$ cat config.mk
export PLATFORM = sky130hd
export DESIGN_NAME = fc_layer_ctrl
export DESIGN_NICKNAME = d
export VERILOG_FILES = /design/src/rtl/fc_layer_ctrl.sv
export SDC_FILE = /design/constraint.sdc
export NUM_CORES = 1
export LEC_CHECK = 0
export BUFFER_PORTS_ARGS = -buffer_cell sky130_fd_sc_hd__clkbuf_2
export CORE_MARGIN = 1
export CORE_UTILIZATION = 50
export CTS_CLUSTER_DIAMETER = 60
export CTS_CLUSTER_SIZE = 16
export DETAILED_ROUTE_END_ITERATION = 8
export PLACE_DENSITY_LB_ADDON = 0.12
export SLEW_MARGIN = 20
export SYNTH_ARGS = -nofsm -noshare
export SYNTH_HDL_FRONTEND = slang
export SYNTH_SLANG_ARGS = --single-unit
$ cat constraint.sdc
create_clock -name clk_i -period 2.6 [get_ports clk_i]
set_clock_uncertainty 0.2 [all_clocks]
set_input_delay 0 -clock clk_i [delete_from_list [all_inputs] [get_ports clk_i]]
set_output_delay 0 -clock clk_i [all_outputs]
set_load 0.1 [all_outputs]
$ cat src/rtl/fc_layer_ctrl.sv
// Sequencer for a bank of fully-connected neurons: streams activations in,
// steps the shared weight address, then pulses the bias add and offers the result.
module fc_layer_ctrl #(
    parameter int WORD_SIZE             = 16,
    parameter int PREVIOUS_LAYER_HEIGHT = 4,
    parameter int RAM_ADDRESS_BITS      = $clog2(PREVIOUS_LAYER_HEIGHT + 1)
) (
    input  logic                              clk_i,
    input  logic                              reset_i,
    input  logic signed [WORD_SIZE-1:0]       data_i,
    input  logic                              valid_i,
    output logic                              ready_o,
    output logic signed [WORD_SIZE-1:0]       data_o,
    output logic        [RAM_ADDRESS_BITS-1:0] w_addr_o,
    output logic                              sum_en_o,
    output logic                              add_bias_o,
    output logic                              valid_o,
    input  logic                              ready_i
);

    localparam logic [2:0] ACCUM     = 3'd0;
    localparam logic [2:0] BIAS_ADDR = 3'd1;
    localparam logic [2:0] BIAS_ADD  = 3'd2;
    localparam logic [2:0] SETTLE    = 3'd3;
    localparam logic [2:0] OUT       = 3'd4;

    localparam logic [RAM_ADDRESS_BITS-1:0] LAST_IDX = RAM_ADDRESS_BITS'(PREVIOUS_LAYER_HEIGHT - 1);
    localparam logic [RAM_ADDRESS_BITS-1:0] BIAS_IDX = RAM_ADDRESS_BITS'(PREVIOUS_LAYER_HEIGHT);

    logic [2:0]                  state;
    logic [RAM_ADDRESS_BITS-1:0] count;

    // Handshake flags are gated by reset so nothing is offered while held in reset.
    assign ready_o  = reset_i && (state == ACCUM);
    assign valid_o  = reset_i && (state == OUT);
    assign w_addr_o = (state == ACCUM) ? count : BIAS_IDX;

    always_ff @(posedge clk_i) begin
        if (!reset_i) begin
            state      <= ACCUM;
            count      <= '0;
            data_o     <= '0;
            sum_en_o   <= 1'b0;
            add_bias_o <= 1'b0;
        end else begin
            sum_en_o   <= 1'b0;
            add_bias_o <= 1'b0;
            case (state)
                ACCUM: begin
                    // Address goes out this cycle; data and sum_en land with the ROM word next cycle.
                    if (valid_i) begin
                        data_o   <= data_i;
                        sum_en_o <= 1'b1;
                        count    <= count + 1'b1;
                        if (count == LAST_IDX) state <= BIAS_ADDR;
                    end
                end
                BIAS_ADDR: begin
                    add_bias_o <= 1'b1;
                    state      <= BIAS_ADD;
                end
                BIAS_ADD: state <= SETTLE;
                SETTLE:   state <= OUT;
                OUT: begin
                    if (ready_i) begin
                        count <= '0;
                        state <= ACCUM;
                    end
                end
                default: state <= ACCUM;
            endcase
        end
    end

endmodule

==> flow_summary.yaml <==
outcome:
  status: "finished clean"
job:
  drv_cap: 0
clock_tree:
  cts_root_buf: "clkbuf_4"
  cts.sinks: 24
  numCtsBuffers: 3
  h-tree-depth: 1
  cts_setup_buffers: 0
  clockBufferDepth: 2
  cts_tree: "yes"
  cts.repair.resized: 0
  path_clk_slew_ns: 0.13
  clk_latency_ns: 0.31
timing:
  report.final.setup_viol: 0
  hold_viol: 0
  worst_pin_slew_ns: 0.5536
  tns_ns: 0
  rsz0062_at_grt: "false"
  slew_viol_final: 0
  clock.fmax_ghz: 0.4674
  layout_setup_ws_ns: 0.4604
  post-route-period-util_pct: 82.29
  max_slew_margin_pct: 63.25
  fin_crit_ns: 2.140
routing:
  via_count: 990
  drt_wl_total_um: 2253
  via_per_inst: 4.901
  drtIter0Drc: 10
  dr.pass1.iters: 4
  drc: 0
  postRouteAntennaNets: 0
  routedWlPerCell_um: 11.15
synthesis:
  yosysWarnings: 0
  synthesis.area_mm2: 0.001084
  avgSynthCellArea_um2: 9.422
  ys_ff_latch: 24
  yosys.area.top_type: "dfxtp_1"
  synth_cell_types: 26
  synth_ff_type: "dfxtp_1"
  yosysTopAreaCellShare_pct: 44.34
  synthArstFlopShare_pct: 0
  yosysSeqAreaShare_pct: 44.34
  syn-num-nets: 137
  netlist_instances: 115
  ys_top_cells_by_area: "dfxtp_1 (44%), o21ai_2 (8.9%), nand2_1 (7.3%), nand3_1 (6.0%), buf_6 (5.2%)"
  synth_edf_count: 0
floorplan:
  die_x_um: 48.55
  die_y_um: 48.55
  core_mm2: 0.002002
  initial_utilization_pct: 54.12
  std_cell_rows: 16
  die_area_mm2: 0.002357
  io_pins: 43
power:
  switchingPower_mw: 0.3581
  seqPwrFrac_pct: 44.6
  p_int_mw: 0.5482
  clkPwrFrac_pct: 21.3
  power-per-cell-area_mw_per_mm2: 599.6
  comb_power_share_pct: 34.1
  p_sw_share_pct: 39.51
  vdd_drop_max_v: 0.0004001
  p_leak_nw: 0.6851
cells_and_area:
  fillCellCount: 160
  post-route-util_pct: 75.50
  area_growth_pct: 39.49
  drive_gt1_share_pct: 37.71
  design_area_mm2: 0.001511
  antenna_cells: 0
  nets: 198
global_routing:
  grt_max_degree: 34
  grt_pass1_vias: 907
  antenna_found_initial: 0
  grt_usage_pct: 20.69
  grt-ovfl-total: 0
  grt_pass1_wl_um: 3850
placement:
  dpl.hpwl_um: 1422
  placed_cell_area_mm2: 0.001255
  port-buffer-count: 42
  gp_congestion: 0.7968
  pre_cts_slack_ns: 0.9209
setup_path:
  critical_path_arrival_ns: 2.19
  required_ns: 2.65
  rrSetupSlack_ns: 0.46
  worst-setup-path-type: "flop to flop"
  start_kind: "flop"
  worst-path-max-fanout: 33
  endpoint_kind: "flop"
min_path:
  hold_class: "primary input to flop"
power by group through the flow:
| stage | logic, mW | clock network, mW | registers (mW) |
|---|---|---|---|
| floorplan | 0.113 | 0 | 0.544 |
| global placement | 0.283 | 0 | 0.412 |
| detailed placement | 0.284 | 0 | 0.413 |
| CTS | 0.309 | 0.200 | 0.405 |
| global route | 0.323 | 0.216 | 0.408 |
| finish | 0.309 | 0.193 | 0.405 |
kinds of logic after synthesis:
kind of cell,Yosys count,share of synthesized area (%)
flip-flops,24,44.34
multiplexers,3,2.771
adder cells (fa/ha/maj),2,2.309
AND/OR/NAND/NOR,54,28.06
XOR/XNOR,1,0.8085
AO/OA/AOI/OAI,19,12.93
buffers and inverters,12,8.775
flip-flops by register name (all words and copies together), names as in the netlist:
| register | cells |
|---|---|
| add_bias_o | 1 |
| count | 3 |
| data_o | 16 |
| state | 3 |
| sum_en_o | 1 |
repair_timing:
action                                  in CTS  in global routing
hold buffers                                22                  0
endpoints found under the setup margin       0                  0
hold endpoints to repair                    24                  0
cells in the mapped netlist (2+ instances only):
cell and instances:
o21ai_2 11, clkbuf_1 3, and2_1 3, buf_6 5, o21ai_0 6, nand3_2 4, nand3_1 13, nand3b_1 2
ha_1 2, mux2i_1 3, dfxtp_1 24, nand2_1 21, nor3_1 2, inv_1 2, nor2_1 3
critical path, stage by stage, from the launching register on:
cell	delay, ns
dfxtp_1	0.43
nor4b_4	0.30
buf_4	0.39
nand3_1	0.13
dlygate4sd3_1	0.56
o21ai_0	0.07
through the flow:
step	total power, mW	hold slack (ns)	cells
after floorplan	0.6576	-0.07902	115
after global placement	0.6941	0.01475	176
after detailed placement	0.6971	0.02131	176
after CTS	0.9141	0.2290	202
after global routing	0.9476	0.2348	202
final	0.9063	0.2494	202
metal layers:
layer / part of all wire, % / global-route usage (%) / up-vias
met5: 0 / 0 / -
met3: 4.4 / 3.145 / 4
met2: 49 / 38.03 / 30
met4: 1.2 / 7.353 / 0
li1: - / - / 514
met1: 45 / 24.21 / 442
final timing paths:
kind                            depth (start not counted)          to  startpoint
worst min register to register                          2  data_o[11]  data_o[11]
worst max register to register                          5   data_o[1]    state[0]
worst max-delay path                                    5   data_o[1]    state[0]
worst min-delay path                                    4  data_o[14]  data_i[14]
cell type report:
type,count,area (um^2),share of cell area (%)
Sequential cell,24,480.5,31.79
Clock buffer,4,36.28,2.401
Tap cell,27,33.78,2.235
Inverter,2,7.507,0.4967
Timing Repair Buffer,66,445.4,29.47
Multi-Input combinational cell,79,508.0,33.61
cell usage in the layout, fill, tap and decap left out, types with 2 or more instances in the layout:
cell,count
buf_4,2
nand3_2,4
ha_1,2
clkbuf_4,3
o21ai_2,11
o21ai_0,6
nor3_1,2
nand2_1,21
dfxtp_1,24
inv_1,2
mux2i_1,3
clkbuf_2,42
dlygate4sd3_1,22
nand3b_1,2
nor2_1,3
nand3_1,13
and2_1,3
No activity file was read; power rests on OpenSTA's default activity.
